File: src/rtl/game_ctrl.sv
`default_nettype none
// ============================================================================
// Module      : game_ctrl
// Description : Game sequencer for the bar/hole dodging display. Moves the
//               bar down one row every `cyclesneeded` game ticks, moves the
//               player on button presses, and resolves the collision when the
//               bar reaches the player row. The collision result is a pass
//               (score, speed-up), a hit (lose a life, freeze) or game over.
// Ports       : dclk          system clock
//               clr           synchronous active-high reset
//               tick          one-dclk game-tick strobe
//               btn_left      debounced level, move left
//               btn_right     debounced level, move right
//               btn_start     debounced level, restart from game over
//               barpos        bar row to vga
//               holepos       hole column to vga
//               plrpos        player column to vga
//               lives         remaining lives to vga
//               cyclesneeded  ticks per bar step, to vga
//               score         clean passes since start, saturating at 255
//               game_over     high while the game is over
// Revision    : 1.0  initial release
// ============================================================================
module game_ctrl #(
   parameter int BAR_MAX        = 479,
   parameter int PLR_ROW        = 440,
   parameter int COLS           = 16,
   parameter int START_LIVES    = 3,
   parameter int START_CYCLES   = 4,
   parameter int SPEEDUP_PASSES = 4,
   parameter int HIT_TICKS      = 30
) (
   input  logic       dclk,
   input  logic       clr,
   input  logic       tick,
   input  logic       btn_left,
   input  logic       btn_right,
   input  logic       btn_start,
   output logic [8:0] barpos,
   output logic [3:0] holepos,
   output logic [3:0] plrpos,
   output logic [1:0] lives,
   output logic [2:0] cyclesneeded,
   output logic [7:0] score,
   output logic       game_over
);

   localparam logic [8:0] BAR_LAST    = 9'(BAR_MAX);
   localparam logic [8:0] COLLIDE_ROW = 9'(PLR_ROW);
   localparam logic [3:0] PLR_LAST    = 4'(COLS - 1);
   localparam logic [3:0] PLR_HOME    = 4'(COLS / 2);
   localparam logic [4:0] COLS_W      = 5'(COLS);
   localparam logic [1:0] LIVES_INIT  = 2'(START_LIVES);
   localparam logic [2:0] CYC_INIT    = 3'(START_CYCLES);
   localparam logic [7:0] PASS_LIMIT  = 8'(SPEEDUP_PASSES);
   localparam logic [7:0] HIT_LIMIT   = 8'(HIT_TICKS);
   localparam logic [7:0] LFSR_SEED   = 8'hA5;

   typedef enum logic [1:0] {
      ST_PLAY = 2'd0,
      ST_HIT  = 2'd1,
      ST_OVER = 2'd2
   } state_t;

   state_t     state, state_nxt;
   logic [8:0] barpos_nxt;
   logic [3:0] holepos_nxt, plrpos_nxt;
   logic [1:0] lives_nxt;
   logic [2:0] cyc_nxt;
   logic [7:0] score_nxt;
   logic       game_over_nxt;
   logic [2:0] tick_cnt, tick_cnt_nxt;
   logic [7:0] pass_cnt, pass_cnt_nxt;
   logic [7:0] hit_cnt, hit_cnt_nxt;
   logic [7:0] lfsr, lfsr_nxt;
   logic       left_q, right_q, start_q;

   logic       left_rise, right_rise, start_rise;
   logic [8:0] bar_step;
   logic [4:0] hole_raw;
   logic [3:0] new_hole;

   assign left_rise  = btn_left  & ~left_q;
   assign right_rise = btn_right & ~right_q;
   assign start_rise = btn_start & ~start_q;
   assign bar_step   = (barpos == BAR_LAST) ? 9'd0 : barpos + 9'd1;

   // Fold the 4-bit LFSR slice into 0..COLS-1 with a single subtraction.
   assign hole_raw = {1'b0, lfsr[3:0]};
   assign new_hole = (hole_raw >= COLS_W) ? 4'(hole_raw - COLS_W) : hole_raw[3:0];

   always_ff @(posedge dclk) begin
      if (clr) begin
         state        <= ST_PLAY;
         barpos       <= 9'd0;
         holepos      <= 4'd0;
         plrpos       <= PLR_HOME;
         lives        <= LIVES_INIT;
         cyclesneeded <= CYC_INIT;
         score        <= 8'd0;
         game_over    <= 1'b0;
         tick_cnt     <= 3'd0;
         pass_cnt     <= 8'd0;
         hit_cnt      <= 8'd0;
         lfsr         <= LFSR_SEED;
         left_q       <= 1'b0;
         right_q      <= 1'b0;
         start_q      <= 1'b0;
      end else begin
         state        <= state_nxt;
         barpos       <= barpos_nxt;
         holepos      <= holepos_nxt;
         plrpos       <= plrpos_nxt;
         lives        <= lives_nxt;
         cyclesneeded <= cyc_nxt;
         score        <= score_nxt;
         game_over    <= game_over_nxt;
         tick_cnt     <= tick_cnt_nxt;
         pass_cnt     <= pass_cnt_nxt;
         hit_cnt      <= hit_cnt_nxt;
         lfsr         <= lfsr_nxt;
         left_q       <= btn_left;
         right_q      <= btn_right;
         start_q      <= btn_start;
      end
   end

   always_comb begin
      state_nxt     = state;
      barpos_nxt    = barpos;
      holepos_nxt   = holepos;
      plrpos_nxt    = plrpos;
      lives_nxt     = lives;
      cyc_nxt       = cyclesneeded;
      score_nxt     = score;
      game_over_nxt = game_over;
      tick_cnt_nxt  = tick_cnt;
      pass_cnt_nxt  = pass_cnt;
      hit_cnt_nxt   = hit_cnt;
      // x^8+x^6+x^5+x^4+1, free-running in every state
      lfsr_nxt      = {lfsr[6:0], lfsr[7] ^ lfsr[5] ^ lfsr[4] ^ lfsr[3]};

      case (state)
         ST_PLAY: begin
            if (left_rise && !right_rise && plrpos != 4'd0)
               plrpos_nxt = plrpos - 4'd1;
            else if (right_rise && !left_rise && plrpos != PLR_LAST)
               plrpos_nxt = plrpos + 4'd1;

            if (tick) begin
               if (tick_cnt + 3'd1 == cyclesneeded) begin
                  tick_cnt_nxt = 3'd0;
                  barpos_nxt   = bar_step;
                  if (barpos == BAR_LAST)
                     holepos_nxt = new_hole;
                  // Collision uses the player position held before this edge.
                  if (bar_step == COLLIDE_ROW) begin
                     if (plrpos == holepos) begin
                        if (score != 8'hFF)
                           score_nxt = score + 8'd1;
                        if (pass_cnt + 8'd1 == PASS_LIMIT) begin
                           pass_cnt_nxt = 8'd0;
                           if (cyclesneeded > 3'd1)
                              cyc_nxt = cyclesneeded - 3'd1;
                        end else begin
                           pass_cnt_nxt = pass_cnt + 8'd1;
                        end
                     end else if (lives > 2'd1) begin
                        lives_nxt    = lives - 2'd1;
                        pass_cnt_nxt = 8'd0;
                        hit_cnt_nxt  = 8'd0;
                        state_nxt    = ST_HIT;
                     end else begin
                        lives_nxt     = 2'd0;
                        game_over_nxt = 1'b1;
                        state_nxt     = ST_OVER;
                     end
                  end
               end else begin
                  tick_cnt_nxt = tick_cnt + 3'd1;
               end
            end
         end

         ST_HIT: begin
            if (tick) begin
               if (hit_cnt + 8'd1 == HIT_LIMIT) begin
                  hit_cnt_nxt  = 8'd0;
                  barpos_nxt   = 9'd0;
                  holepos_nxt  = new_hole;
                  tick_cnt_nxt = 3'd0;
                  state_nxt    = ST_PLAY;
               end else begin
                  hit_cnt_nxt = hit_cnt + 8'd1;
               end
            end
         end

         ST_OVER: begin
            if (start_rise) begin
               state_nxt     = ST_PLAY;
               barpos_nxt    = 9'd0;
               holepos_nxt   = 4'd0;
               plrpos_nxt    = PLR_HOME;
               lives_nxt     = LIVES_INIT;
               cyc_nxt       = CYC_INIT;
               score_nxt     = 8'd0;
               game_over_nxt = 1'b0;
               tick_cnt_nxt  = 3'd0;
               pass_cnt_nxt  = 8'd0;
               hit_cnt_nxt   = 8'd0;
            end
         end

         default: begin
            state_nxt = ST_PLAY;
         end
      endcase
   end

endmodule
`default_nettype wire
File: config.mk
export PLATFORM = sky130hd
export DESIGN_NAME = game_ctrl
export DESIGN_NICKNAME = d
export VERILOG_FILES = /design/src/rtl/game_ctrl.sv
export SDC_FILE = /design/constraint.sdc
export NUM_CORES = 1
export LEC_CHECK = 0
export ABC_AREA = 0
export CELL_PAD_IN_SITES_DETAIL_PLACEMENT = 1
export CELL_PAD_IN_SITES_GLOBAL_PLACEMENT = 1
export CORE_MARGIN = 3
export CORE_UTILIZATION = 30
export CTS_BUF_LIST = sky130_fd_sc_hd__clkbuf_8
export CTS_CLUSTER_SIZE = 40
export DETAILED_ROUTE_END_ITERATION = 6
export PLACE_DENSITY = 0.56
export SLEW_MARGIN = 25
export SYNTH_ARGS = -nofsm -noshare
export SYNTH_HDL_FRONTEND = slang
export SYNTH_SLANG_ARGS = --single-unit
File: constraint.sdc
create_clock -name dclk -period 2.9 [get_ports dclk]
set_input_delay 0.435 -clock dclk [delete_from_list [all_inputs] [get_ports dclk]]
set_output_delay 0.435 -clock dclk [all_outputs]
set_load 0.1 [all_outputs]
# Word level (Yosys, flattened, before mapping)
# Index checks and enable logic that the tools add are counted.
totals:
  ff_bits: 63
  output_inout_bits: 31
classes:
  addsub: 10
  n_mux: 77
  eq_ne: 26
  reduce_logical: 21
  bitwise: 9
  order_cmp: 3
op_table:
  columns: ["operator", "count"]
  rows:
  - ["$mux 8", 18]
  - ["$mux 9", 6]
  - ["$mux 4", 10]
  - ["$mux 3", 12]
  - ["$pmux 8 s2", 2]
  - ["$mux 2", 14]
  - ["$ne 2x2->1 const B", 14]
  - ["$reduce_and 7->1", 4]
  - ["$pmux 9 s3", 1]
  - ["$add 8x1->8 const B", 3]
  - ["$pmux 8 s3", 1]
  - ["$eq 9x9->1 const B", 2]
  - ["$reduce_and 6->1", 3]
  - ["$reduce_and 8->1", 2]
  - ["$pmux 4 s3", 1]
  - ["$add 9x1->9 const B", 1]
  - ["$pmux 3 s3", 1]
  - ["$eq 8x3->1 const B", 1]
  - ["$eq 8x5->1 const B", 1]
  - ["$ne 8x8->1 const B", 1]
  - ["$pmux 4 s2", 1]
  - ["$sub 4x1->4 const B", 2]
  - ["$mux 1", 6]
  - ["$ne 3x3->1 const B", 2]
  - ["other kinds (27)", 37]

# Depth between registers and ports, before layout
# Gate-level depths: netlist (run 1).
logic_depth:
  depth_word: 8
  depth_mapped: 10
  depth_no_buf: 10

# Worst setup path after synthesis (run 1)
# No wires, ideal clock.
synth_path:
  path_type: "reg2reg"
  startpoint: "reg barpos[0]"
  endpoint: "reg hit_cnt[6]"
  setup_slack_ps: -406
  n_path_buf: 1
  arrival_time_ps: 3248
  stages_incl_launch_ff: 10
  required_time_ps: 2842
  path_cell_list: "dfxtp_1 -> ha_1 -> nand4_1 -> nor4_1 -> a311o_1 -> o2111ai_1 -> a211o_1 -> clkbuf_1 -> nor4b_1 -> a31o_2"
synth_via:
  elab_chain_len: 5
synth_lines:
  columns: ["item", "line_no", "rtl"]
  rows:
  - ["start, declared", "39", "output logic [8:0] barpos,"]
  - ["start signal, assigned", "111", "barpos <= barpos_nxt;"]
  - ["$add 9x1->9 / $eq 9x9->1 (equally long branches)", "86", "assign bar_step = (barpos == BAR_LAST) ? 9'd0 : barpos + 9'd1;"]
  - ["$mux 9 *", "86", null]
  - ["$eq 9x9->1 *", "157", "if (bar_step == COLLIDE_ROW) begin"]
  - ["$ne 2x2->1 (no line) *", null, null]
  - ["$reduce_and 8->1 (no line) *", null, null]
  - ["end signal, assigned", "120", "hit_cnt <= hit_cnt_nxt;"]
  - ["end, declared", "74", "logic [7:0] hit_cnt, hit_cnt_nxt;"]
# Mark *: on every way between the ends. The rest lies on a longest branch, timed or not.
# A chain may end at the register's enable or synchronous reset.

# Final worst setup path (run 1)
layout_path:
  startpoint: "reg tick_cnt[0]"
  endpoint: "reg score[3]"
layout_via:
  elab_chain_len: 4
layout_lines:
  columns: ["item", "line_no", "rtl"]
  rows:
  - ["start, declared", "72", "logic [2:0] tick_cnt, tick_cnt_nxt;"]
  - ["start signal, assigned", "118", "tick_cnt <= tick_cnt_nxt;"]
  - ["$add 3x1->3", "151", "if (tick_cnt + 3'd1 == cyclesneeded) begin"]
  - ["$eq 3x3->1", "151", null]
  - ["$ne 2x2->1 (no line)", null, null]
  - ["$reduce_and 7->1 (no line)", null, null]
  - ["end signal, assigned", "116", "score <= score_nxt;"]
  - ["end, declared", "44", "output logic [7:0] score,"]
# Every way passes these cells.

==> flow_summary.toml, run 1 <==
[sta]
tightest_slew_ns = 0.632
final.min_clock_period_ns = 2.62
fin_crit_sh_pct = 90.3
setup_violations = 0
slew_headroom_pct = 57.3
max_freq_mhz = 382
rsz0062_at_grt = "no"
tns_ns = 0
drv_slew = 0
hold_violations = 0
finClkSkew_ns = 0.00904

[detailed_routing]
drt_wl_total_um = 11000
drc = 0
drt-pass1-iter-count = 4
via_per_inst = 5.32
wl_per_cell_um = 16.4
drtAntennaViolNets = 0
dr_total_vias = 3557
first_iter_violations = 83

[synth]
synth_top_area_cell = "dfxtp_1"
yosysWarnings = 0
synth_top_area_share_pct = 34.0
syn_avg_cell_area_sq_um = 8.25
ys_types = 66
ys_seq_elements = 63
synth.area.top_cells = "dfxtp_1, a21oi_1, ha_1"
syn_nets = 473
syn_area_sq_mm = 0.00371
async_flop_share_pct = 0
synth_enable_flop_cells = 0
netlist_instances = 450
ys_seq_area_share_pct = 34.0
synthFlopType = "dfxtp_1"

[die]
ios = 37
initial_core_util_pct = 31.6
dieArea_sq_mm = 0.0137
fp.dieH_um = 117
num_rows = 39
fp.dieW_um = 117
core_area_sq_mm = 0.0118

[clock_tree]
cts_tree = "done"
clkTransAtPathRegs_ns = 0.08
cts.root.buffer_cell = "clkbuf_8"
clk_latency_ns = 0.36
cts_hold_buffers = 0
cts_buffers = 9
clock_tree.buffer_depth = 2
clock_sinks = 63
h-tree-depth = 3
postCtsSetupBuffers = 0
ctsResizeCount = 0

[critical_path]
cp-end-kind = "register"
slowest_delay_ns = 0.47
required_ns = 3.20
crit_slowest_cell = "or4_1"
crit_type = "register to register"
crit_fanout = 7
cp_cell_sequence = "ha_1 -> xnor2_1 -> a31oi_1 -> a211o_1 -> o21bai_1 -> o21a_1 -> buf_4 -> or4_1 -> a21oi_1"
startpoint_type = "register"
crit_arrival_ns = 2.92

[final_layout]
nFillCells = 1427
final_cells = 669
final_util_pct = 38.7
mostFrequentLayoutCell = "buf_4"
finalInstanceArea_sq_mm = 0.00455
layout-drive-gt1-share_pct = 20.8
layout_common_cells = "buf_4, dfxtp_1, a21oi_1, nor2_1, nand3_1"
syn_to_final_growth_pct = 22.7
nets = 523
antenna_cells = 0

[grt]
grt_max_degree = 49
use_met1_pct = 21.1
first_global_vias = 3625
grt_antenna_before_repair = 0
grt_pass1_wl_um = 18300
grt_use_met2_pct = 28.8
gr-usage-all-layers_pct = 17.0
use_met3_pct = 3.39
grt-busiest-layer = "met2"
gr-total-overflow = 0

[placement]
gp_congestion = 0.821
place_area_sq_mm = 0.00431
dp_hpwl_um = 7930
port_buffers = 36
dp_cells = 653

[power_and_ir_drop]
max-vdd-ir-drop_v = 0.000256
powerDensity_mw_per_mm2 = 453
report.power.total_uw = 2060
power_leakage_uw = 0.00171

[hold_path]
hp-class = "register to register"

[status]
status = "finished clean"

[job]
maxCapViolCount = 0
## layer usage
layer,vias to the layer above,wire [um],share of wire [%]
li1,1749,-,-
met1,1747,5010,46
met2,49,5450,50
met3,12,349,3.2
met4,0,182,1.7
met5,-,0,0
## report_power, final
group          internal [uW]  switching, uW
Sequential               885           22.8
Combinational           65.9            116
Clock                    572            400
## state kept, by name (all words and copies together) (netlist names), 2 cells and up
| signal | flops |
|---|---|
| barpos | 9 |
| pass_cnt | 8 |
| lives | 2 |
| holepos | 4 |
| plrpos | 4 |
| hit_cnt | 8 |
| cyclesneeded | 3 |
| lfsr | 8 |
| score | 8 |
| tick_cnt | 3 |
| state | 2 |
## cells by family after synthesis
logic type | count (synthesis) | share of synthesized area, %
buffers and inverters | 44 | 4.52
and+or+nand+nor | 187 | 28.5
DFF | 63 | 34.0
xor gates and xnor gates | 16 | 4.15
AOI/OAI and AO/OA | 114 | 20.5
adders and majority gates | 17 | 5.93
muxes | 9 | 2.43
## worst max-delay path, delay by kind of cell (launching register included)
kind / cells / cell delay [ns]
compound gates: 5 / 1.05
xor+xnor: 1 / 0.17
fa+ha+maj: 1 / 0.34
buf+inv: 1 / 0.17
flops: 1 / 0.35
simple gates: 1 / 0.47
## synth_stat cells (7+ instances only)
cell type / number
a21oi_1: 41
a31oi_1: 8
and3_1: 8
clkbuf_1: 18
dfxtp_1: 63
ha_1: 16
inv_1: 22
mux2i_1: 9
nand2_1: 24
nand3_1: 27
nand4_1: 7
nor2_1: 38
nor2b_1: 15
o21ai_0: 21
or3_1: 15
or4_1: 8
xor2_1: 12
## area by class of cell
type | count | area [sq um] | share of cell area, %
clock buffers | 9 | 124 | 2.72
clock inverters | 7 | 121 | 2.66
inverters | 22 | 82.6 | 1.81
multi-input cells | 343 | 2280 | 50.2
flip-flops and latches | 63 | 1270 | 27.9
well taps | 164 | 205 | 4.51
repair buffers | 61 | 465 | 10.2
## final timing paths
path	slack [ns]	cells past startpoint	from	to
max	0.28	9	tick_cnt[0]$_SDFFE_PP0P_	score[3]$_SDFFE_PP0P_
min	0.41	1	lfsr[6]$_SDFF_PP0_	lfsr[7]$_SDFF_PP1_
max reg2reg	0.28	9	tick_cnt[0]$_SDFFE_PP0P_	score[3]$_SDFFE_PP0P_
min reg2reg	0.41	1	lfsr[6]$_SDFF_PP0_	lfsr[7]$_SDFF_PP1_
## per-stage QoR
step / hold slack, ns / setup WS, ns
final: 0.414 / 0.280
after detailed placement: 0.403 / 0.0344
after global placement: 0.394 / 0.153
after global routing: 0.454 / 0.0333
after CTS: 0.419 / 0.137
after floorplan: 0.389 / 0.00403
Power figures use the tool's default switching activity.
==> run 2, diff against run 1 <==
--- a/config.mk
+++ b/config.mk
@@ -9,11 +9,12 @@
 export CELL_PAD_IN_SITES_DETAIL_PLACEMENT = 1
 export CELL_PAD_IN_SITES_GLOBAL_PLACEMENT = 1
 export CORE_MARGIN = 3
-export CORE_UTILIZATION = 30
+export CORE_UTILIZATION = 44
 export CTS_BUF_LIST = sky130_fd_sc_hd__clkbuf_8
 export CTS_CLUSTER_SIZE = 40
 export DETAILED_ROUTE_END_ITERATION = 6
-export PLACE_DENSITY = 0.56
+export PLACE_DENSITY = 0.79
+export REMOVE_ABC_BUFFERS = 1
 export SLEW_MARGIN = 25
 export SYNTH_ARGS = -nofsm -noshare
 export SYNTH_HDL_FRONTEND = slang
==> run 2 against run 1 <==
Count of clock-buffer cells in the layout is the same. Final cell count shrank 10%. Critical endpoint is now score[4]$_SDFFE_PP0P_. Sequential share of layout area grew 0.60 points. Largest cell class unchanged. Register-to-register slack lost 0.06 ns. Largest power group unchanged.
==> flow_summary.toml, run 2 (same netlist as run 1, synthesis figures left out) <==
[status]
status = "finished clean"

[clock_tree]
cts_buffers = 9
clock_sinks = 63
h-tree-depth = 3
clk_latency_ns = 0.35
cts_tree = "done"
clock_tree.buffer_depth = 2
cts.root.buffer_cell = "clkbuf_8"
cts_hold_buffers = 0
clkTransAtPathRegs_ns = 0.08

[sta]
tightest_slew_ns = 0.483
fin_crit_sh_pct = 92.2
setup_violations = 0
rsz0062_at_grt = "no"
slew_headroom_pct = 67.6
hold_violations = 0
drv_slew = 0
tns_ns = 0
max_freq_mhz = 374
finClkSkew_ns = 0.0110
final.min_clock_period_ns = 2.68

[final_layout]
antenna_cells = 0
regMostFlops = "barpos"
syn_to_final_growth_pct = 19.7
final_util_pct = 55.7
layout_common_cells = "dfxtp_1, buf_4, a21oi_1, nor2_1, nand3_1"
register_area_sq_mm = 0.00127
nets = 518
layout-drive-gt1-share_pct = 19.2
largest_register_ff_count = 9
nFillCells = 999
finalInstanceArea_sq_mm = 0.00444
mostFrequentLayoutCell = "dfxtp_1"
multi_input_comb_area_sq_mm = 0.00229

[grt]
grt_antenna_before_repair = 0
first_global_vias = 3610
gr-total-overflow = 0
gr-usage-all-layers_pct = 22.3
grt_pass1_wl_um = 17900
grt_max_degree = 27

[die]
num_rows = 32
ios = 37
core_area_sq_mm = 0.00797
dieArea_sq_mm = 0.00957
fp.dieW_um = 97.8
fp.dieH_um = 97.8
initial_core_util_pct = 46.6

[hold_path]
holdPathEnd = "lfsr[7]$_SDFF_PP1_"
min_path_cells = 1
hp-class = "register to register"
min-delay-start = "lfsr[6]$_SDFF_PP0_"

[detailed_routing]
drtAntennaViolNets = 0
first_iter_violations = 133
via_per_inst = 5.85
wl_per_cell_um = 17.3
drt-pass1-iter-count = 4
drt_wl_total_um = 10400
dr_total_vias = 3523
drc = 0

[critical_path]
reg2reg_from = "tick_cnt[0]$_SDFFE_PP0P_"
required_ns = 3.18
crit_arrival_ns = 2.95
reg2reg_slack_ns = 0.22
r2r_end = "score[4]$_SDFFE_PP0P_"
cp-end-kind = "register"
ff2ff_path_depth = 9
crit_fanout = 15
startpoint_type = "register"
crit_type = "register to register"

[placement]
port_buffers = 36
gp_congestion = 0.826
dp_hpwl_um = 7380
place_area_sq_mm = 0.00417

[job]
maxCapViolCount = 0

[power_and_ir_drop]
report.power.total_uw = 2050
max-vdd-ir-drop_v = 0.000249
powerDensity_mw_per_mm2 = 462
power_leakage_uw = 0.00170
-- run 2: cell types whose count changed in the layout (fill, tap and decap cells not counted), sizes merged --
cell      before  now
buf           57   52
clkinv         1    4
clkinvlp       3    0
-- run 2: stage by stage --
stage / setup slack (ns) / std cells / hold slack [ns]
floorplan: -0.498 / 428 / 0.389
global placement: 0.100 / 585 / 0.398
detailed placement: 0.0167 / 585 / 0.403
CTS: 0.102 / 601 / 0.437
global route: 0.00196 / 602 / 0.460
finish: 0.225 / 602 / 0.432
-- run 2: worst max path at each step --
stage / end / slack [ns] / from / cells after the start
6_report: score[4]$_SDFFE_PP0P_ / 0.22 / tick_cnt[0]$_SDFFE_PP0P_ / 9
2_1_floorplan: hit_cnt[5]$_SDFFE_PP0P_ / -0.50 / barpos[0]$_SDFFE_PP0P_ / 8
5_1_grt: score[2]$_SDFFE_PP0P_ / 0.002 / barpos[0]$_SDFFE_PP0P_ / 10
3_5_place_dp: plrpos[3]$_SDFFE_PP1P_ / 0.02 / btn_right / 11
4_1_cts: barpos[2]$_SDFFE_PP0P_ / 0.10 / hit_cnt[0]$_SDFFE_PP0P_ / 8
3_3_place_gp: plrpos[3]$_SDFFE_PP1P_ / 0.10 / btn_right / 11
-- run 2: power breakdown --
part | switching [uW] | total, uW | internal [uW]
Clock | 386 | 960 | 574
Sequential | 22.5 | 908 | 886
Combinational | 116 | 183 | 66.7
Total | 525 | 2050 | 1530
-- run 2: timing repair --
action / 4_1_cts / 5_1_grt
setup endpoints to repair: 0 / 12
resized for setup: 0 / 6
setup buffers: 0 / 1
-- run 2: area by class of cell --
class,count,share of cell area (%)
multi-input cells,343,51.6
flip-flops and latches,63,28.5
repair buffers,56,9.64
well taps,102,2.87
clock buffers,9,2.79
clock inverters,7,2.73
inverters,22,1.86
-- run 2: worst max-delay path, stage by stage, from the launching register on --
cell and delay [ns]:
dfxtp_1 0.35, ha_1 0.34, xnor2_1 0.17, a31oi_1 0.17, a211o_1 0.31, o21bai_1 0.18
o21a_1 0.22, buf_4 0.18, or4b_1 0.52, a21oi_1 0.17
-- run 2: per-layer routing --
layer  wire [um]  global-route usage [%]  vias to the layer above
met5           0                       0                        -
met1        4930                    29.2                     1733
met2        5030                    37.3                       44
li1            -                       -                     1737
met3         358                    5.29                        9
met4          94                    4.58                        0
